File: src/rtl/cap_pkg.sv
// cap_pkg: shared state encoding and default counter width for the capture sequencer.
package cap_pkg;
    localparam int DEPTH_W_DEF = 32;
    typedef enum logic [2:0] {
        IDLE      = 3'd0,
        PRE       = 3'd1,
        WAIT_TRIG = 3'd2,
        POST      = 3'd3,
        DONE      = 3'd4
    } state_t;
endpackage

File: src/rtl/wrap_cnt.sv
// wrap_cnt: counter that increments and wraps to 0 after reaching limit, with clear and load.
module wrap_cnt #(
    parameter int W = 32
) (
    input  logic         core_clk,
    input  logic         core_rst,
    input  logic         clr,
    input  logic         load,
    input  logic [W-1:0] load_val,
    input  logic         inc,
    input  logic [W-1:0] limit,
    output logic [W-1:0] cnt
);
    always_ff @(posedge core_clk) begin
        if (core_rst || clr) cnt <= '0;
        else if (load) cnt <= load_val;
        else if (inc) cnt <= (cnt == limit) ? '0 : cnt + 1'b1;
    end
endmodule

File: src/rtl/capture_seq.sv
// capture_seq: sequences pre-trigger fill, circular trigger wait and post-trigger count
// for the sample buffer write stream.
module capture_seq
    import cap_pkg::*;
#(
    parameter int DEPTH_W = DEPTH_W_DEF
) (
    input  logic               core_clk,
    input  logic               core_rst,
    input  logic               start,
    input  logic               abort,
    input  logic               trig_en,
    input  logic [DEPTH_W-1:0] sample_depth,
    input  logic [DEPTH_W-1:0] trig_set_pos,
    input  logic               sample_valid,
    input  logic               trig_hit,
    output logic               wr_en,
    output logic [DEPTH_W-1:0] wr_addr,
    output logic               triggered,
    output logic [DEPTH_W-1:0] trig_addr,
    output logic               capture_done,
    output logic               busy
);
    state_t state, state_d;
    logic [DEPTH_W-1:0] depth_q, pos_q, fill_q, rem_q, pos_new, post_n;
    logic go, hit;

    // Pre-trigger count can never cover the whole buffer: at least the trigger sample must fit.
    assign pos_new = (sample_depth == '0) ? '0 :
                     (trig_set_pos > sample_depth - 1'b1) ? sample_depth - 1'b1 : trig_set_pos;
    assign post_n = depth_q - pos_q - 1'b1;
    assign busy = (state == PRE) || (state == WAIT_TRIG) || (state == POST);
    assign capture_done = (state == DONE);
    assign go = start && !abort && ((state == IDLE) || (state == DONE));
    assign wr_en = sample_valid && busy && !abort;
    assign hit = wr_en && trig_hit && (state == WAIT_TRIG);

    always_ff @(posedge core_clk) begin
        if (core_rst) state <= IDLE;
        else state <= state_d;
    end

    always_comb begin
        state_d = state;
        if (abort) state_d = IDLE;
        else if (go) state_d = (sample_depth == '0) ? DONE :
                               !trig_en ? POST :
                               (pos_new == '0) ? WAIT_TRIG : PRE;
        else if (wr_en) begin
            if (state == PRE && fill_q + 1'b1 == pos_q) state_d = WAIT_TRIG;
            if (hit) state_d = (post_n == '0) ? DONE : POST;
            if (state == POST && rem_q == DEPTH_W'(1)) state_d = DONE;
        end
    end

    always_ff @(posedge core_clk) begin
        if (core_rst) begin
            depth_q   <= '0;
            pos_q     <= '0;
            fill_q    <= '0;
            rem_q     <= '0;
            triggered <= 1'b0;
            trig_addr <= '0;
        end else if (abort) begin
            triggered <= 1'b0;
        end else if (go) begin
            depth_q   <= sample_depth;
            pos_q     <= pos_new;
            fill_q    <= '0;
            rem_q     <= sample_depth;
            triggered <= !trig_en && (sample_depth != '0);
            trig_addr <= '0;
        end else if (wr_en) begin
            if (state == PRE) fill_q <= fill_q + 1'b1;
            if (state == POST) rem_q <= rem_q - 1'b1;
            if (hit) begin
                trig_addr <= wr_addr;
                triggered <= 1'b1;
                rem_q     <= post_n;
            end
        end
    end

    wrap_cnt #(.W(DEPTH_W)) u_addr (
        .core_clk (core_clk),
        .core_rst (core_rst),
        .clr      (go),
        .load     (1'b0),
        .load_val ('0),
        .inc      (wr_en),
        .limit    (depth_q - 1'b1),
        .cnt      (wr_addr)
    );
endmodule

File: config.mk
export PLATFORM = sky130hd
export DESIGN_NAME = capture_seq
export DESIGN_NICKNAME = d
export VERILOG_FILES = /design/src/rtl/cap_pkg.sv /design/src/rtl/wrap_cnt.sv /design/src/rtl/capture_seq.sv
export SDC_FILE = /design/constraint.sdc
export NUM_CORES = 1
export LEC_CHECK = 0
export CAP_MARGIN = 30
export CELL_PAD_IN_SITES_DETAIL_PLACEMENT = 0
export CELL_PAD_IN_SITES_GLOBAL_PLACEMENT = 2
export CORE_ASPECT_RATIO = 0.8
export CORE_MARGIN = 5
export CORE_UTILIZATION = 37
export CTS_BUF_LIST = sky130_fd_sc_hd__clkbuf_2 sky130_fd_sc_hd__clkbuf_4 sky130_fd_sc_hd__clkbuf_8
export DETAILED_ROUTE_END_ITERATION = 8
export PLACE_DENSITY = 0.92
export SLEW_MARGIN = 0
export SYNTH_ARGS = -nofsm -noshare
export SYNTH_HDL_FRONTEND = slang
export SYNTH_SLANG_ARGS = --single-unit
File: constraint.sdc
create_clock -name core_clk -period 10.52 [get_ports core_clk]
set_input_delay 2.104 -clock core_clk [delete_from_list [all_inputs] [get_ports core_clk]]
set_output_delay 2.104 -clock core_clk [all_outputs]
set_load 0.005 [all_outputs]
==> impl_results.md, run 1 <==
* Outcome: finished, final reports clean
* Vias in the first global route at 13,900
* Most common cell after layout, fill and taps aside: nand2_1
* Maximum clock path buffer count at 2
* Most frequent cells in the layout: nand2_1 (264), dfxtp_1 (196), a21oi_1 (172)
* Synth Area in XOR/XNOR at 11.2%
* Setup crit start: sample_depth[4]
* Sequential fraction of the synthesis area at 27.3%
* Setup TNS at 0 ps
* Largest net degree at the start of global routing at 86
* WS Path Type: in2reg
* Post-CTS Hold Fix Bufs at 0
* Min-Delay Path Class: reg2reg
* CTS Buf Count at 17
* Via Count at 14,800
* FF+latch count, synth at 196
* Clock Sinks at 196
* Wirelength per Cell at 21.9 um
* Cells traversed along the worst timing path: clkdlybuf4s50_1, nor3_1, nand3_1, nor2_1, nand2_1, nor4b_1, xnor2_1, ha_1, nand4_1, nor4_1, o31a_1, o21ai_4, buf_4, o41ai_1, a211o_1, a311oi_1
* Worst Setup Start Kind: input pin
* Die width at 230 um
* Via-per-instance ratio at 5.87
* Crit path DAT at 7400 ps
* CP peak stage delay at 630 ps
* Area Overhead vs Synth at 15.0%
* Row count at 64
* Combinational group share of total power at 29.2%
* Worst Path Max Fanout at 64
* Post-DP HPWL at 42,900 um
* Nets@finish at 2,153
* DP Cell Count at 2,486
* VDD IR-drop max at 0.0000800 V
* Layout Cells excl Fill at 2,519
* CTS clk-pin slew, worst paths at 120 ps
* GRT Total Usage at 25.4%
* Reg-to-Reg Start: depth_q[2]
* WP data required at 10,900 ps
* Slowest cell on the critical path: nor4_1
* Yosys warnings at 0
* Synthesized instance count at 1,952
* Mean post-synth cell area at 7.36 um2
* Largest family of logic cells by synthesized area: simple AND/OR/NAND/NOR gates
* Mapped cell area at 14,400 um2
* Distinct cells, synth at 84
* # IOs at 139
* Post-synthesis async set-or-reset flop share at 0%
* Final hold viol count at 0
* Final GP Congestion at 0.943
* Initial antenna violation count at 0
* Number of synthesized flops with an enable pin at 0
* CTS root buf: clkbuf_8
* Tmin final at 7020 ps
* Fmax at 142 MHz
* First-pass GRT wire length at 85,300 um
* # Post-CTS Setup Buffers at 0
* Min Hold Slack at 470 ps
* Total chip power at 1940 uW
* Hold Startpoint: trig_addr[28]
* Full die area at 42,900 um2
* Post-route DRC at 0
* Adder-cell share of the synthesized area at 6.24%
* CTS tree: yes
* Routed Antenna Nets at 0
* Sw Pwr at 715 uW
* Placeable Area at 38,300 um2
* Routed WL at 55,100 um
* Int Pwr at 1230 uW
* Buf/Inv on CP at 2
* Post_cts resized at 0
* Seq pwr share at 41.4%
* Initial Utilization at 37.5%
* Most common flop cell mapped by yosys: dfxtp_1
* Clock power frac at 29.4%
* Worst path top cell family by delay: simple AND/OR/NAND/NOR gates
* Final worst slack at 3500 ps
* Final setup viols at 0
* Worst-Skew Late Latency at 520 ps
* # H-tree levels at 4
* Worst slack, placed at 3040 ps
* Mux cell area share after synthesis at 1.37%
* Slew @ Worst Pin at 1010 ps
* Pleak at 0.00588 uW
* N_diodes at 0
* Synth Area in Compound Gates at 19.9%
* Simple-Gate Fraction of Synth Area at 29.2%
* Slew Limit Headroom at 32.8%
* Die Height at 186 um
* Max_cap viols at 0
* Sw frac at 36.8%
* Remaining Overflow, GRT at 0
* Syn nets at 2,094
* TritonRoute pass-1 iters at 6
* Setup crit end kind: flop
* Share of cells above drive strength 1 at 4.40%
* Pins Over Slew Limit at 0
* 1st-iter DRT viols at 1,433
* Final period utilization at 66.8%
* RSZ-0062 raised after global routing: no
* Setup Skew at 29.5 ps
* Port Buffers at 138
* Power Dens Cells at 117 nW/um2
power groups by stage:
stage	clock network, uW	registers, uW	logic, uW
CTS	583	801	556
global route	610	806	620
finish	571	803	567
global placement	0	818	550
detailed placement	0	819	552
floorplan	0	799	380
synthesized netlist by cell type, types with 6 or more instances:
library cell  instances  area, um2
nor2b_1               9       56.3
o211ai_1             10       75.1
buf_1                 9       33.8
nand2b_1             10       62.6
and2_1               11       68.8
or3_1                26        163
and3_1               29        181
a211oi_1             21        158
o21a_1                8       60.1
xor2_1               78        683
a22oi_1              30        225
or4_1                14        105
nor4_1               39        244
a221oi_1              6       52.6
a311oi_1             13        114
nor2_1              173        649
xnor2_1             106        928
o2111ai_1             6       52.6
nand3_1              84        420
clkbuf_1             97        364
dfxtp_1             196       3920
mux2i_1              14        140
a21o_1               11       82.6
and4_1                9       78.8
nor3_1               94        470
a21oi_1             172        861
nand4_1              43        269
inv_1                57        214
o21ai_0              92        460
nand2_1             264        991
o31ai_1               7       52.6
a31oi_1              23        144
o22ai_1               8       50.1
ha_1                 70        876
or2_2                11       68.8
metrics by stage:
| stage | utilization (%) | instance area (um2) |
|---|---|---|
| 2_1_floorplan | - | 14400 |
| 3_3_place_gp | 41.9 | 16000 |
| 3_5_place_dp | 41.9 | 16100 |
| 4_1_cts | 43.1 | 16500 |
| 5_1_grt | 43.2 | 16500 |
| 6_report | 43.2 | 16500 |
kinds of logic (layout without fill, tap and decap cells):
group / Yosys count / count (layout)
DFF: 196 / 196
muxes: 19 / 19
xor gates and xnor gates: 184 / 184
buffers and inverters: 173 / 245
adders and majority gates: 71 / 71
AOI/OAI and AO/OA: 458 / 458
and+or+nand+nor: 851 / 851
final timing paths:
kind	depth (start not counted)	to	slack (ps)
max	16	state[0]	3500
min	2	trig_addr[28]	470
max reg2reg	11	u_addr.cnt[3]	6110
min reg2reg	2	trig_addr[28]	470
metal layers:
| metal | up-vias | track usage, % | share of wire [%] |
|---|---|---|---|
| met1 | 7090 | 38.2 | 48 |
| met2 | 478 | 37.8 | 42 |
| met3 | 56 | 4.78 | 8.2 |
| met5 | - | 0 | 0 |
| met4 | 0 | 5.71 | 1.7 |
| li1 | 7155 | - | - |
area by class of cell:
| cell class | count | area, um2 |
|---|---|---|
| Clock buffer | 17 | 234 |
| Clock inverter | 15 | 211 |
| Fill cell | 3989 | 21800 |
| Inverter | 57 | 214 |
| Multi-Input combinational cell | 1583 | 9780 |
| Sequential cell | 196 | 3920 |
| Tap cell | 495 | 619 |
| Timing Repair Buffer | 156 | 1540 |
sequential cells by signal, indices dropped and copies added, names as in the netlist:
register	cells
depth_q	32
pos_q	32
fill_q	32
triggered	1
state	3
trig_addr	32
u_addr.cnt	32
rem_q	32
worst reg2reg max path: cells and delay by family, from the launching register on:
kind                   cells  cell delay [ps]
DFF                        1              420
buffers and inverters      1              250
and+or+nand+nor            8             2920
AOI/OAI and AO/OA          2              650
Note: power is estimated with default switching activity, not from simulation.
==> inputs of run 2 (changes only) <==
CORE_UTILIZATION = 31   (was 37)
PLACE_DENSITY = 0.82   (was 0.92)
clock period = 6.3 ns   (was 10.52 ns; I/O delays follow)
==> run 2 against run 1 <==
Effect of this change: final area grew 1.2%; critical path depth is the same; sequential cell count is the same; final cell count grew 5.3%; die area grew 18%; clock power grew 48%; register-to-register slack lost 4300 ps; critical path type unchanged; critical endpoint unchanged; largest power group unchanged.
==> impl_results.md, run 2 (same netlist as run 1, synthesis figures left out) <==
* Outcome: finished, final reports clean (unchanged)
* First-pass GRT wire length at 87,700 um (was 85,300 um)
* Crit path DAT at 6150 ps (was 7400 ps)
* Min-Delay Path Class: reg2reg (unchanged)
* Final GP Congestion at 0.947 (was 0.943)
* CTS tree: yes (unchanged)
* Clock power frac at 26.8% (was 29.4%)
* CP peak stage delay at 600 ps (was 630 ps)
* Pins Over Slew Limit at 0 (unchanged)
* Initial Utilization at 31.4% (was 37.5%)
* VDD IR-drop max at 0.000145 V (was 0.0000800 V)
* # fillers at 4,827 (was 3,989)
* Final period utilization at 91.4%
* Fmax at 174 MHz
* RSZ-0062 raised after global routing: no (unchanged)
* Routed WL at 58,500 um (was 55,100 um)
* Max_cap viols at 0 (unchanged)
* Initial antenna violation count at 1 (was 0)
* Worst-Skew Late Latency at 540 ps (was 520 ps)
* CTS root buf: clkbuf_8 (unchanged)
* Placeable Area at 45,800 um2 (was 38,300 um2)
* CTS clk-pin slew, worst paths at 120 ps (about the same)
* Vias in the first global route at 13,800 (was 13,900)
* Most frequent cells in the layout: nand2_1 (264), dfxtp_1 (196), nor2_1 (172), a21oi_1 (172), clkdlybuf4s50_1 (137) (was nand2_1 (264), dfxtp_1 (196), a21oi_1 (172))
* Post-DP HPWL at 45,700 um (was 42,900 um)
* Slew Limit Headroom at 35.2% (was 32.8%)
* Wirelength per Cell at 22.1 um (was 21.9 um)
* Setup TNS at 0 ps (unchanged)
* Pleak at 0.00593 uW (was 0.00588 uW)
* Routed Antenna Nets at 0 (unchanged)
* WP data required at 6690 ps (was 10,900 ps)
* Setup crit end kind: flop (unchanged)
* Power Dens Cells at 189 nW/um2 (was 117 nW/um2)
* Min Hold Slack at 469 ps (was 470 ps)
* Remaining Overflow, GRT at 0 (unchanged)
* # H-tree levels at 4 (unchanged)
* Share of cells above drive strength 1 at 5.05% (was 4.40%)
* Final hold viol count at 0 (unchanged)
* Via Count at 14,900 (was 14,800)
* Nets@finish at 2,169 (was 2,153)
* Via-per-instance ratio at 5.60 (was 5.87)
* Post-CTS Hold Fix Bufs at 0 (unchanged)
* Maximum clock path buffer count at 2 (unchanged)
* FF-to-FF setup slack at 1840 ps (was 6110 ps)
* Most common cell after layout, fill and taps aside: nand2_1 (unchanged)
* Row count at 70 (was 64)
* Worst Setup Start Kind: input pin (unchanged)
* Combinational group share of total power at 30.7% (was 29.2%)
* WS Path Type: in2reg (unchanged)
* Largest net degree at the start of global routing at 71 (was 86)
* # IOs at 139 (unchanged)
* Sw frac at 37.6% (was 36.8%)
* Worst Path Max Fanout at 13 (was 64)
* Post-route DRC at 0 (unchanged)
* # Post-CTS Setup Buffers at 0 (unchanged)
* Setup Skew at 28.2 ps (was 29.5 ps)
* TritonRoute pass-1 iters at 6 (unchanged)
* Sw Pwr at 1190 uW (was 715 uW)
* Clock Sinks at 196 (unchanged)
* 1st-iter DRT viols at 1,326 (was 1,433)
* Post_cts resized at 0 (unchanged)
* Die Height at 203 um (was 186 um)
* Area Overhead vs Synth at 16.4% (was 15.0%)
* CTS Buf Count at 17 (unchanged)
* Layout Cells excl Fill at 2,653 (was 2,519)
* Full die area at 50,800 um2 (was 42,900 um2)
* Seq pwr share at 42.5% (was 41.4%)
* Die width at 251 um (was 230 um)
* Slew @ Worst Pin at 972 ps (was 1010 ps)
* GRT Total Usage at 22.3% (was 25.4%)
* Tmin final at 5760 ps
* Cells traversed along the worst timing path: clkdlybuf4s50_1, inv_1, ha_1, nor3b_1, nand4_1, nor2_1, xnor2_1, ha_1, nand4_1, or4_1, a21oi_1, o31a_1, o21ai_4, o41ai_1, a211o_1, a311oi_1 (was clkdlybuf4s50_1, nor3_1, nand3_1, nor2_1, nand2_1, nor4b_1, xnor2_1, ha_1, nand4_1, nor4_1, o31a_1, o21ai_4, buf_4, o41ai_1, a211o_1, a311oi_1)
* Port Buffers at 138 (unchanged)
* Final setup viols at 0 (unchanged)
* DP Cell Count at 2,620 (was 2,486)
* Slowest cell on the critical path: o41ai_1 (was nor4_1)
* Int Pwr at 1970 uW (was 1230 uW)
run 2: cell count changes in the layout (fill, tap and decap cells not counted), moves of 2 or more:
cell,previous run,this run
inv_8,4,1
inv_6,3,5
bufinv_16,3,1
clkinvlp_4,1,3
clkinv_4,3,0
buf_4,16,32
clkinv_2,0,3
diode_2,0,2
run 2: final timing paths:
kind	startpoint	to	cells after the start
min reg2reg	trig_addr[16]	trig_addr[16]	2
max reg2reg	pos_q[5]	state[1]	12
max	sample_depth[0]	state[0]	16
min	trig_addr[16]	trig_addr[16]	2
run 2: metrics by stage:
stage	instance area, um2	utilization, %	power [uW]	setup WS (ps)
after floorplan	14400	-	1970	1460
after global placement	16300	35.6	2310	253
after detailed placement	16300	35.7	2320	234
after CTS	16700	36.5	3170	815
after global routing	16700	36.5	3330	409
final	16700	36.5	3160	540
run 2: cell type report:
| type | count | area (um2) | area share [%] |
|---|---|---|---|
| well taps | 612 | 766 | 4.58 |
| inverters | 57 | 214 | 1.28 |
| clock inverters | 13 | 123 | 0.733 |
| flip-flops and latches | 196 | 3920 | 23.5 |
| repair buffers | 172 | 1660 | 9.95 |
| multi-input cells | 1583 | 9780 | 58.5 |
| diodes | 2 | 5.00 | 0.0299 |
| clock buffers | 18 | 248 | 1.48 |
run 2: worst max-delay path: cells and delay by family:
| family | cells | cell delay [ps] |
|---|---|---|
| buf+inv | 2 | 680 |
| fa+ha+maj | 2 | 600 |
| xor+xnor | 1 | 200 |
| simple gates | 5 | 1750 |
| compound gates | 6 | 1670 |
run 2: layer usage:
metal,up-vias,GRT usage [%],share of wire [%]
met4,0,5.09,1.9
met1,7161,32.7,48
met3,59,5.88,7.8
met5,-,0,0
li1,7195,-,-
met2,448,32.6,42
run 2: power by group through the flow:
stage / registers (uW) / logic, uW / clock network (uW)
after floorplan: 1330 / 635 / 0
after global routing: 1350 / 1060 / 921
after CTS: 1340 / 954 / 880
after global placement: 1370 / 942 / 0
final: 1340 / 970 / 846
after detailed placement: 1370 / 948 / 0
==> inputs of run 3 (changes only) <==
RECOVER_POWER = 100   (was unset)
==> run 3 against run 2 <==
Effect of this change: the run now ends with max-capacitance violations, max-slew violations left; routed wire length barely moved; critical path depth did not move; largest power group unchanged; worst setup slack got worse by 82 ps; via count fell by 0.23%; non-clock buffer count did not move; sequential cell count did not move; highest routed layer unchanged; sequential power barely moved; fmax fell by 1.4%; first-iteration DRC count rose by 0.38%.
==> impl_results.md, run 3 (same netlist as run 1, synthesis figures left out) <==
* Setup crit end kind: flop (unchanged)
* Post_cts resized at 0 (unchanged)
* Slew Limit Headroom at -89.1% (was 35.2%)
* Maximum clock path buffer count at 2 (unchanged)
* R2R depth at 12 (unchanged)
* Nets@finish at 2,169 (unchanged)
* Row count at 70 (unchanged)
* Routed WL at 58,500 um (about the same)
* Most frequent cells in the layout: nand2_1 (264), dfxtp_1 (196), nor2_1 (172), a21oi_1 (172), xnor2_1 (106) (was nand2_1 (264), dfxtp_1 (196), nor2_1 (172), a21oi_1 (172), clkdlybuf4s50_1 (137))
* Worst-Skew Late Latency at 540 ps (about the same)
* Post-CTS Hold Fix Bufs at 0 (unchanged)
* CTS clk-pin slew, worst paths at 120 ps (about the same)
* Min-Delay Path Class: reg2reg (unchanged)
* Setup Skew at 28.1 ps (was 28.2 ps)
* Final hold viol count at 0 (unchanged)
* Setup TNS at 0 ps (unchanged)
* Routed Antenna Nets at 0 (unchanged)
* Post-route DRC at 0 (unchanged)
* Die width at 251 um (unchanged)
* WP data required at 6690 ps (about the same)
* Remaining Overflow, GRT at 0 (unchanged)
* Via Count at 14,800 (was 14,900)
* Final period utilization at 92.7% (was 91.4%)
* Outcome: finished, violations left (was finished, final reports clean)
* Crit path DAT at 6230 ps (was 6150 ps)
* Wirelength per Cell at 22.1 um (about the same)
* Tmin final at 5840 ps (was 5760 ps)
* Slew @ Worst Pin at 2840 ps (was 972 ps)
* Hold Path Stages at 2 (unchanged)
* Placeable Area at 45,800 um2 (unchanged)
* Max_cap viols at 4 (was 0)
* FF-to-FF setup slack at 1770 ps (was 1840 ps)
* Port Buffers at 138 (unchanged)
* TritonRoute pass-1 iters at 5 (was 6)
* Post-DP HPWL at 45,700 um (unchanged)
* # Post-CTS Setup Buffers at 0 (unchanged)
* Most common cell after layout, fill and taps aside: nand2_1 (unchanged)
* # IOs at 139 (unchanged)
* Vias in the first global route at 13,800 (unchanged)
* CTS tree: yes (unchanged)
* Pleak at 0.00616 uW (was 0.00593 uW)
* WS Path Type: in2reg (unchanged)
* VDD IR-drop max at 0.000146 V (was 0.000145 V)
* 1st-iter DRT viols at 1,331 (was 1,326)
* Post-DP Area at 16,300 um2 (unchanged)
* Fmax at 171 MHz (was 174 MHz)
* Worst Path Max Fanout at 13 (unchanged)
* Share of cells above drive strength 1 at 4.81% (was 5.05%)
* Initial Utilization at 31.4% (unchanged)
* Largest net degree at the start of global routing at 71 (unchanged)
* Failing checks: max-capacitance violations, max-slew violations
* Final GP Congestion at 0.947 (unchanged)
* # H-tree levels at 4 (unchanged)
* Via-per-instance ratio at 5.59 (was 5.60)
* First-pass GRT wire length at 87,700 um (unchanged)
* Area Overhead vs Synth at 16.3% (was 16.4%)
* GRT Total Usage at 22.3% (unchanged)
* Final Util at 36.5% (about the same)
* Pins Over Slew Limit at 193 (was 0)
* RSZ-0062 raised after global routing: no (unchanged)
* CTS root buf: clkbuf_8 (unchanged)
* Die Height at 203 um (unchanged)
* CTS Buf Count at 17 (unchanged)
* Worst Setup Start Kind: input pin (unchanged)
* # fillers at 4,829 (was 4,827)
* Full die area at 50,800 um2 (unchanged)
* Clock Sinks at 196 (unchanged)
* Final setup viols at 0 (unchanged)
* Initial antenna violation count at 1 (unchanged)
* Post-Layout Inst Area at 16,700 um2 (about the same)
* Power Dens Cells at 189 nW/um2 (about the same)
[run 3: cell count changes in the layout (fill, tap and decap cells not counted), moves of 2 or more]
| cell | before | now |
|---|---|---|
| clkdlybuf4s50_1 | 137 | 68 |
| dlygate4sd3_1 | 0 | 69 |
| buf_4 | 32 | 29 |
| clkbuf_2 | 0 | 2 |
| or2_0 | 0 | 2 |
| or2_2 | 11 | 9 |
[run 3: final timing paths]
check / from / end
worst max-delay path: sample_depth[0] / state[0]
worst min-delay path: trig_addr[16] / trig_addr[16]
worst max register to register: pos_q[5] / state[1]
worst min register to register: trig_addr[16] / trig_addr[16]
[run 3: final cells by class]
type                    instances  area, um2  area share, %
diodes                          1       2.50         0.0150
clock buffers                  18        248           1.48
clock inverters                13        123          0.734
inverters                      57        214           1.28
multi-input cells            1583       9770           58.5
flip-flops and latches        196       3920           23.5
well taps                     612        766           4.58
repair buffers                172       1660           9.91
[run 3: routing by layer]
metal	vias to the layer above	track usage, %	share of wire, %	routed length (um)
li1	7200	-	-	-
met1	7128	32.7	48	27900
met2	458	32.6	42	24700
met3	43	5.88	8.4	4940
met4	0	5.09	1.7	1010
met5	-	0	0	0
[run 3: metrics by stage]
stage               total power [uW]  hold slack [ps]  instances  setup slack, ps
detailed placement              2320              458       2620              234
CTS                             3170              473       2651              815
global route                    3330              487       2651              228
global placement                2310              454       2618              253
floorplan                       1970              446       1952             1460
finish                          3150              466       2652              458
[run 3: where the power goes]
part / switching (uW) / leakage [uW] / internal (uW)
clock: 517 / 0.000184 / 327
combinational: 599 / 0.00439 / 369
sequential: 69.2 / 0.00159 / 1270
[run 3: critical path, cell delays in order]
cell and delay, ps:
dlygate4sd3_1 610, inv_1 180, ha_1 220, nor3b_1 320, nand4_1 390, nor2_1 270
xnor2_1 200, ha_1 370, nand4_1 170, or4_1 570, a21oi_1 390, o31a_1 250
o21ai_4 140, o41ai_1 600, a211o_1 220, a311oi_1 80
